**config.mk**
```make
export PLATFORM = sky130hd
export DESIGN_NAME = instr_byte_fifo
export DESIGN_NICKNAME = d
export VERILOG_FILES = /design/src/rtl/instr_byte_fifo.sv
export SDC_FILE = /design/constraint.sdc
export NUM_CORES = 1
export LEC_CHECK = 0
export CORE_ASPECT_RATIO = 0.7
export CORE_UTILIZATION = 39
export DETAILED_ROUTE_END_ITERATION = 7
export GPL_TIMING_DRIVEN = 0
export PLACE_DENSITY = 0.65
export SLEW_MARGIN = 20
export SYNTH_ARGS = -nofsm -noshare
export SYNTH_HDL_FRONTEND = slang
export SYNTH_SLANG_ARGS = --single-unit
```
**constraint.sdc**
```tcl
create_clock -name clk -period 2.5 [get_ports clk]
set_input_delay 0.375 -clock clk [delete_from_list [all_inputs] [get_ports clk]]
set_output_delay 0.375 -clock clk [all_outputs]
set_load 0.01 [all_outputs]
```
**src/rtl/instr_byte_fifo.sv**
```systemverilog
// Host-pin byte capture FIFO feeding the opcode decoder over valid/ready.
// Define INSTR_FIFO_SYNC_EN to put a two-flop synchronizer on in_strobe.
module instr_byte_fifo #(
    parameter int DEPTH  = 8,
    parameter int ADDR_W = 3
) (
    input  logic              clk,
    input  logic              rst_n,
    input  logic [7:0]        in_data,
    input  logic              in_strobe,
    input  logic              clear,
    output logic [7:0]        out_data,
    output logic              out_valid,
    input  logic              out_ready,
    output logic [ADDR_W:0]   level,
    output logic              overflow
);

    localparam logic [ADDR_W:0] FULL_LVL = (ADDR_W+1)'(DEPTH);

    logic              s_cur;
    logic              s_prev_q;
    logic [ADDR_W-1:0] wr_ptr_q, wr_ptr_d;
    logic [ADDR_W-1:0] rd_ptr_q, rd_ptr_d;
    logic [ADDR_W:0]   level_q,  level_d;
    logic              ovf_q,    ovf_d;
    logic [7:0]        mem [DEPTH];

    logic push, pop, full, wr_en, drop;

`ifdef INSTR_FIFO_SYNC_EN
    logic [1:0] sync_q;

    always_ff @(posedge clk or negedge rst_n) begin
        if (!rst_n) sync_q <= '0;
        else        sync_q <= {sync_q[0], in_strobe};
    end

    assign s_cur = sync_q[1];
`else
    assign s_cur = in_strobe;
`endif

    // Edge detector keeps running through clear so a held strobe never re-pushes.
    always_ff @(posedge clk or negedge rst_n) begin
        if (!rst_n) s_prev_q <= 1'b0;
        else        s_prev_q <= s_cur;
    end

    assign push  = s_cur & ~s_prev_q;
    assign full  = (level_q == FULL_LVL);
    assign pop   = out_valid & out_ready;
    assign wr_en = push & (~full | pop) & ~clear;
    assign drop  = push & full & ~pop & ~clear;

    always_comb begin
        wr_ptr_d = wr_ptr_q;
        rd_ptr_d = rd_ptr_q;
        level_d  = level_q;
        ovf_d    = ovf_q;
        if (clear) begin
            wr_ptr_d = '0;
            rd_ptr_d = '0;
            level_d  = '0;
            ovf_d    = 1'b0;
        end else begin
            if (wr_en) wr_ptr_d = wr_ptr_q + ADDR_W'(1);
            if (pop)   rd_ptr_d = rd_ptr_q + ADDR_W'(1);
            case ({wr_en, pop})
                2'b10:   level_d = level_q + (ADDR_W+1)'(1);
                2'b01:   level_d = level_q - (ADDR_W+1)'(1);
                default: level_d = level_q;
            endcase
            if (drop) ovf_d = 1'b1;
        end
    end

    always_ff @(posedge clk or negedge rst_n) begin
        if (!rst_n) begin
            wr_ptr_q <= '0;
            rd_ptr_q <= '0;
            level_q  <= '0;
            ovf_q    <= 1'b0;
        end else begin
            wr_ptr_q <= wr_ptr_d;
            rd_ptr_q <= rd_ptr_d;
            level_q  <= level_d;
            ovf_q    <= ovf_d;
        end
    end

    // Storage is never reset; out_data gating hides stale contents.
    always_ff @(posedge clk) begin
        if (wr_en) mem[wr_ptr_q] <= in_data;
    end

    assign out_valid = (level_q != '0);
    assign out_data  = out_valid ? mem[rd_ptr_q] : 8'h00;
    assign level     = level_q;
    assign overflow  = ovf_q;

endmodule

```
==> results of run 1 <==
[how the worst min path moves through the flow]
stage	cells past startpoint	slack (ns)	end	startpoint
global placement	2	0.51	overflow	overflow
finish	1	0.41	wr_ptr_q[0]	rst_n
detailed placement	2	0.51	overflow	overflow
floorplan	0	0.08	level[0]	rst_n
CTS	1	0.43	wr_ptr_q[0]	rst_n
global route	1	0.45	overflow	rst_n
[flip-flops by register name, summed over array words and instances, names as in the netlist]
signal and count:
wr_ptr_q 3, s_prev_q 1, mem 64, level 4
rd_ptr_q 3, overflow 1
[stage by stage]
step / worst slack [ns] / power (mW)
after floorplan: 0.146 / 2.15
after global placement: -0.816 / 2.54
after detailed placement: -0.437 / 2.56
after CTS: 0.0279 / 3.94
after global routing: -0.0259 / 4.13
final: 0.0895 / 3.96
[cells by family after synthesis]
| family | count (synthesis) | share of synthesized area, % |
|---|---|---|
| flip-flops | 76 | 68.0 |
| AND/OR/NAND/NOR | 50 | 8.31 |
| multiplexers | 27 | 14.8 |
| AO/OA/AOI/OAI | 18 | 4.41 |
| buffers and inverters | 10 | 1.53 |
| XOR/XNOR | 5 | 1.34 |
| adder cells (fa/ha/maj) | 4 | 1.53 |
[routing by layer]
metal	global-route usage (%)	vias up	part of all wire (%)
met5	0	-	0
met4	6.22	0	1.3
met3	5.41	8	4.5
met2	23.9	35	47
met1	21.3	933	47
li1	-	837	-
[power by group through the flow]
stage               Combinational (mW)  Clock (mW)  Sequential [mW]
global placement                  1.03           0             1.51
floorplan                        0.643           0             1.51
global route                      1.19        1.44             1.50
detailed placement                1.04           0             1.51
CTS                               1.06        1.39             1.49
finish                            1.10        1.37             1.49
[cell usage after synthesis (3+ instances only)]
master	number
mux4_2	16
nand2b_1	4
dfrtp_1	12
edfxtp_1	64
xor2_1	5
clkbuf_1	4
o21ai_0	3
ha_1	4
nor3_1	6
nor2_1	21
nand2_1	4
or3b_1	3
mux2i_1	9
a21oi_1	4
[cell type report]
cell class              instances  area, um^2  share of cell area, %
plain buffers                   8        78.8                   1.93
clock buffers                  10         229                   5.62
clock inverters                 6        86.3                   2.12
inverters                       2        10.0                  0.245
multi-input cells             104        1020                   25.1
flip-flops and latches         76        2220                   54.5
well taps                     101         126                   3.10
repair buffers                 33         300                   7.36
[what timing repair did]
action / 4_1_cts / 5_1_grt
setup endpoints to repair: 35 / 39
pin swaps: 0 / 2
resized for setup: 24 / 3
setup buffers: 4 / 3
gates cloned: 0 / 0
endpoints found under the hold margin: 0 / 0
[worst max-delay path, stage by stage, from the launching register on]
cell           delay [ns]
dfrtp_1              0.39
buf_8                0.13
buf_12               0.15
mux4_2               0.51
mux2i_1              0.19
nor2_1               0.06
dlygate4sd2_1        0.28
==> metrics, run 1 <==
yosys warns 0; initial antenna violation count 0; fmax just over 400 MHz; Clk pwr share approximately 35%; Clock transition at path regs roughly 0.06 ns; Final setup viols 0; Die ar. 8750 um^2; Internal Pwr Total 2.87 mW; clock period minus worst slack between 2 and 2.5 ns; status complete, but fails checks; Seq/Total Area, Yosys about two thirds; CTS root buf clkbuf_16; routed wire length 6310 um; reg-to-reg startpoint level[0]; cts hold-fix bufs 0; synthesized area between 3000 and 4000 um^2; post-layout util 51.1%; CTS tree done; Sw Ratio 27.5%; most frequent cells in the layout edfxtp_1, clkdlybuf4s50_1, mux4_2; worst vdd ir ~370 uV; post-synth top area cell edfxtp_1; Synth cell types 39; Fin. Hold Viols 0; sw power between 1 and 1.5 mW; area grow syn2layout 24.9%; cell row count 27; CP Capture Point out_data[6]; Worst Setup SP rd_ptr_q[0]; vias in the first global route 1802; largest fanout on the critical path 10; routed via count roughly 1.8k; Die X 111 um; R2R Setup Slk ~0.20 ns; Core ar. approximately 8000 um^2; worst hold path type input pin to asynchronous set/reset pin; RSZ-0062 raised after global routing yes; worst hold slack 0.410 ns; Mapped Nets 207; Seq pwr share 37.7%; antenna cells 0; Layout Nets 251; reg-to-reg critical path endpoint mem[2][4]; post-synth top area share between 50% and 60%; Final Max Slew Viols 0; Arr. time, crit path 2.04 ns; P per Cell Area 971 nW/um^2; Post-synth top flop edfxtp_1; GP Congestion slightly above 0.8; R2R cell count 4; Longest Clk Path Bufs 2; worst slew pin tran around 0.8 ns; clk_skew roughly 0.0055 ns; failing checks design-rule violations; Setup CP Type register to output port; die height 78.6 um; Data required, critical path ~2.1 ns; top cells by area, synth edfxtp_1, mux4_2, dfrtp_1, mux2i_1, nor2_1; CTS buffer count 9; Finished Layout Cells 340; fill count roughly 670; Routed WL per cell ~19 um; CP endpoint kind output port; Max Cap Violations 0; Seq cells post-synth 76; setup TNS 0 ns; Top Ports 27; design area roughly 4100 um^2; first-pass GRT wire length slightly below 10000 um; final worst path period share between 90% and 100%; Port Buffers 25; Final ANT Viol Nets 0; EDFF count, synth 64; FFs w/ async S/R, synth 15.8%; Cells after Synth 190; GR Overflow Total 0; startpoint type of the worst setup path register; layout cell share with drive strength beyond 1 about 25%; Slew Limit Headroom a little under half; DRC violations left 4; DRT iter0 DRCs 120; Post-Place Cells 317; Initial Util between 40% and 50%; most common cell after layout, fill and taps aside edfxtp_1; Pre-antenna DRT Iters 6; Clock Sinks 76; largest net degree at the start of global routing 14; clock latency on the worst-skew pair approximately 0.33 ns; Mean Syn Cell Area about 17 um^2; Vias/cell 5.33; Comb pwr share between 20% and 30%; H-tree Lvls 3; Pleak 1.41 nW; Post-Place Cell Area about 3700 um^2; Post-DP HPWL ~4000 um; gr usage total approximately 16%
No activity file was read; power rests on OpenSTA's default activity.
==> run 2: changes to the inputs <==
- clock period: 2.5 -> 2.8 ns (I/O delays scaled with it)
==> run 2 against run 1 <==
Critical endpoint unchanged. Largest cell class unchanged. Wire length down 2.1%. The run still ends with design-rule violations left. Cell count fell by 2.4%. Utilization fell by 1.0 points. Power is 12% lower.
==> metrics, run 2 (synthesis results as in run 1) <==
design area ~4000 um^2; die height 78.6 um; Longest Clk Path Bufs 2; Biggest register mem; reg-to-reg startpoint level[0]; largest fanout on the critical path 10; Core ar. around 8000 um^2; fmax 373 MHz; worst hold path type input pin to asynchronous set/reset pin; clock period minus worst slack ~2.7 ns; most frequent cells in the layout edfxtp_1, clkdlybuf4s50_1, nor2_1; reg-to-reg critical path endpoint mem[6][5]; Clock Sinks 76; Post-DP HPWL about 4000 um; cell row count 27; status complete, but fails checks; DRT iter0 DRCs about 120; CTS root buf clkbuf_16; DRC violations left 4; Fin. Hold Viols 0; most common cell after layout, fill and taps aside edfxtp_1; Pre-antenna DRT Iters 6; R2R Setup Slk about 0.30 ns; Top Ports 27; Max Cap Violations 0; Die ar. 8750 um^2; H-tree Lvls 3; R2R cell count 4; final worst path period share between 90% and 100%; gr usage total between 15 and 20%; Slew Limit Headroom between 30% and 40%; CTS tree done; Post-Place Cell Area approximately 3700 um^2; antenna cells 0; worst vdd ir between 300 and 400 uV; GP Congestion 0.811; Port Buffers 25; vias in the first global route 1776; CTS buffer count 9; Clock transition at path regs 0.06 ns; startpoint type of the worst setup path register; largest net degree at the start of global routing 14; Routed WL per cell 18.6 um; Data required, critical path 2.38 ns; clock latency on the worst-skew pair about 0.33 ns; Final Max Slew Viols 0; Arr. time, crit path 2.26 ns; initial antenna violation count 0; Layout Nets ~240; GR Overflow Total 0; CP endpoint kind output port; Final setup viols 0; first-pass GRT wire length 9760 um; failing checks design-rule violations; Largest register FFs 64; worst slew pin tran 0.987 ns; layout cell share with drive strength beyond 1 20.8%; clk_skew between 0.005 and 0.006 ns; Final ANT Viol Nets 0; post-layout util between 50% and 60%; Vias/cell 5.33; routed wire length ~6200 um; routed via count 1769; P per Cell Area about 870 nW/um^2; Pleak 1.35 nW; Setup CP Type register to output port; Die X 111 um; area grow syn2layout 22.4%; Initial Util between 40% and 50%
## run 2: cell type report
type                            instances  area, um^2
Fill cell                             670        3980
Sequential cell                        76        2220
Multi-Input combinational cell        104        1010
Timing Repair Buffer                   26         258
Clock buffer                           10         229
Tap cell                              101         126
Clock inverter                          6        86.3
Buffer                                  7        55.1
Inverter                                2        10.0
## run 2: critical path, stage by stage, from the launching register on
cell and delay (ns):
dfrtp_1 0.34, buf_2 0.26, buf_4 0.26, mux4_2 0.34
mux2i_2 0.19, nor2_1 0.06, clkdlybuf4s50_1 0.48
## run 2: worst max-delay path by stage
stage,startpoint,end,cells past startpoint
2_1_floorplan,out_ready,mem[0][0],5
3_3_place_gp,in_strobe,mem[0][7],5
3_5_place_dp,in_strobe,mem[2][2],5
4_1_cts,rd_ptr_q[0],out_data[6],6
5_1_grt,rd_ptr_q[1],out_data[6],6
6_report,rd_ptr_q[1],out_data[6],6
## run 2: power breakdown
part	switching, mW	internal, mW
sequential	0.0624	1.27
clock	0.441	0.782
combinational	0.452	0.486
total	0.956	2.54
## run 2: per-stage QoR
step / setup WS (ns) / setup TNS, ns / power (mW) / hold WS, ns / instances
4_1_cts: 0.00696 / 0 / 3.53 / 0.473 / 333
2_1_floorplan: 0.401 / 0 / 1.92 / 0.124 / 190
3_5_place_dp: -0.182 / -5.57 / 2.28 / 0.507 / 317
6_report: 0.118 / 0 / 3.49 / 0.456 / 332
3_3_place_gp: -0.561 / -10.47 / 2.27 / 0.511 / 316
5_1_grt: -0.00111 / -0.00111 / 3.64 / 0.493 / 332
## run 2: per-layer routing
metal | wire length, um | up-vias | global-route usage, %
li1 | - | 819 | -
met1 | 2930 | 901 | 21.1
met2 | 2870 | 41 | 23.6
met4 | 83 | 0 | 6.22
met3 | 294 | 8 | 5.41
met5 | 0 | - | 0
## run 2: timing repair
action / in CTS / in global routing
hold buffers: 0 / 0
setup buffers: 0 / 0
resized for setup: 8 / 6
setup endpoints to repair: 8 / 13
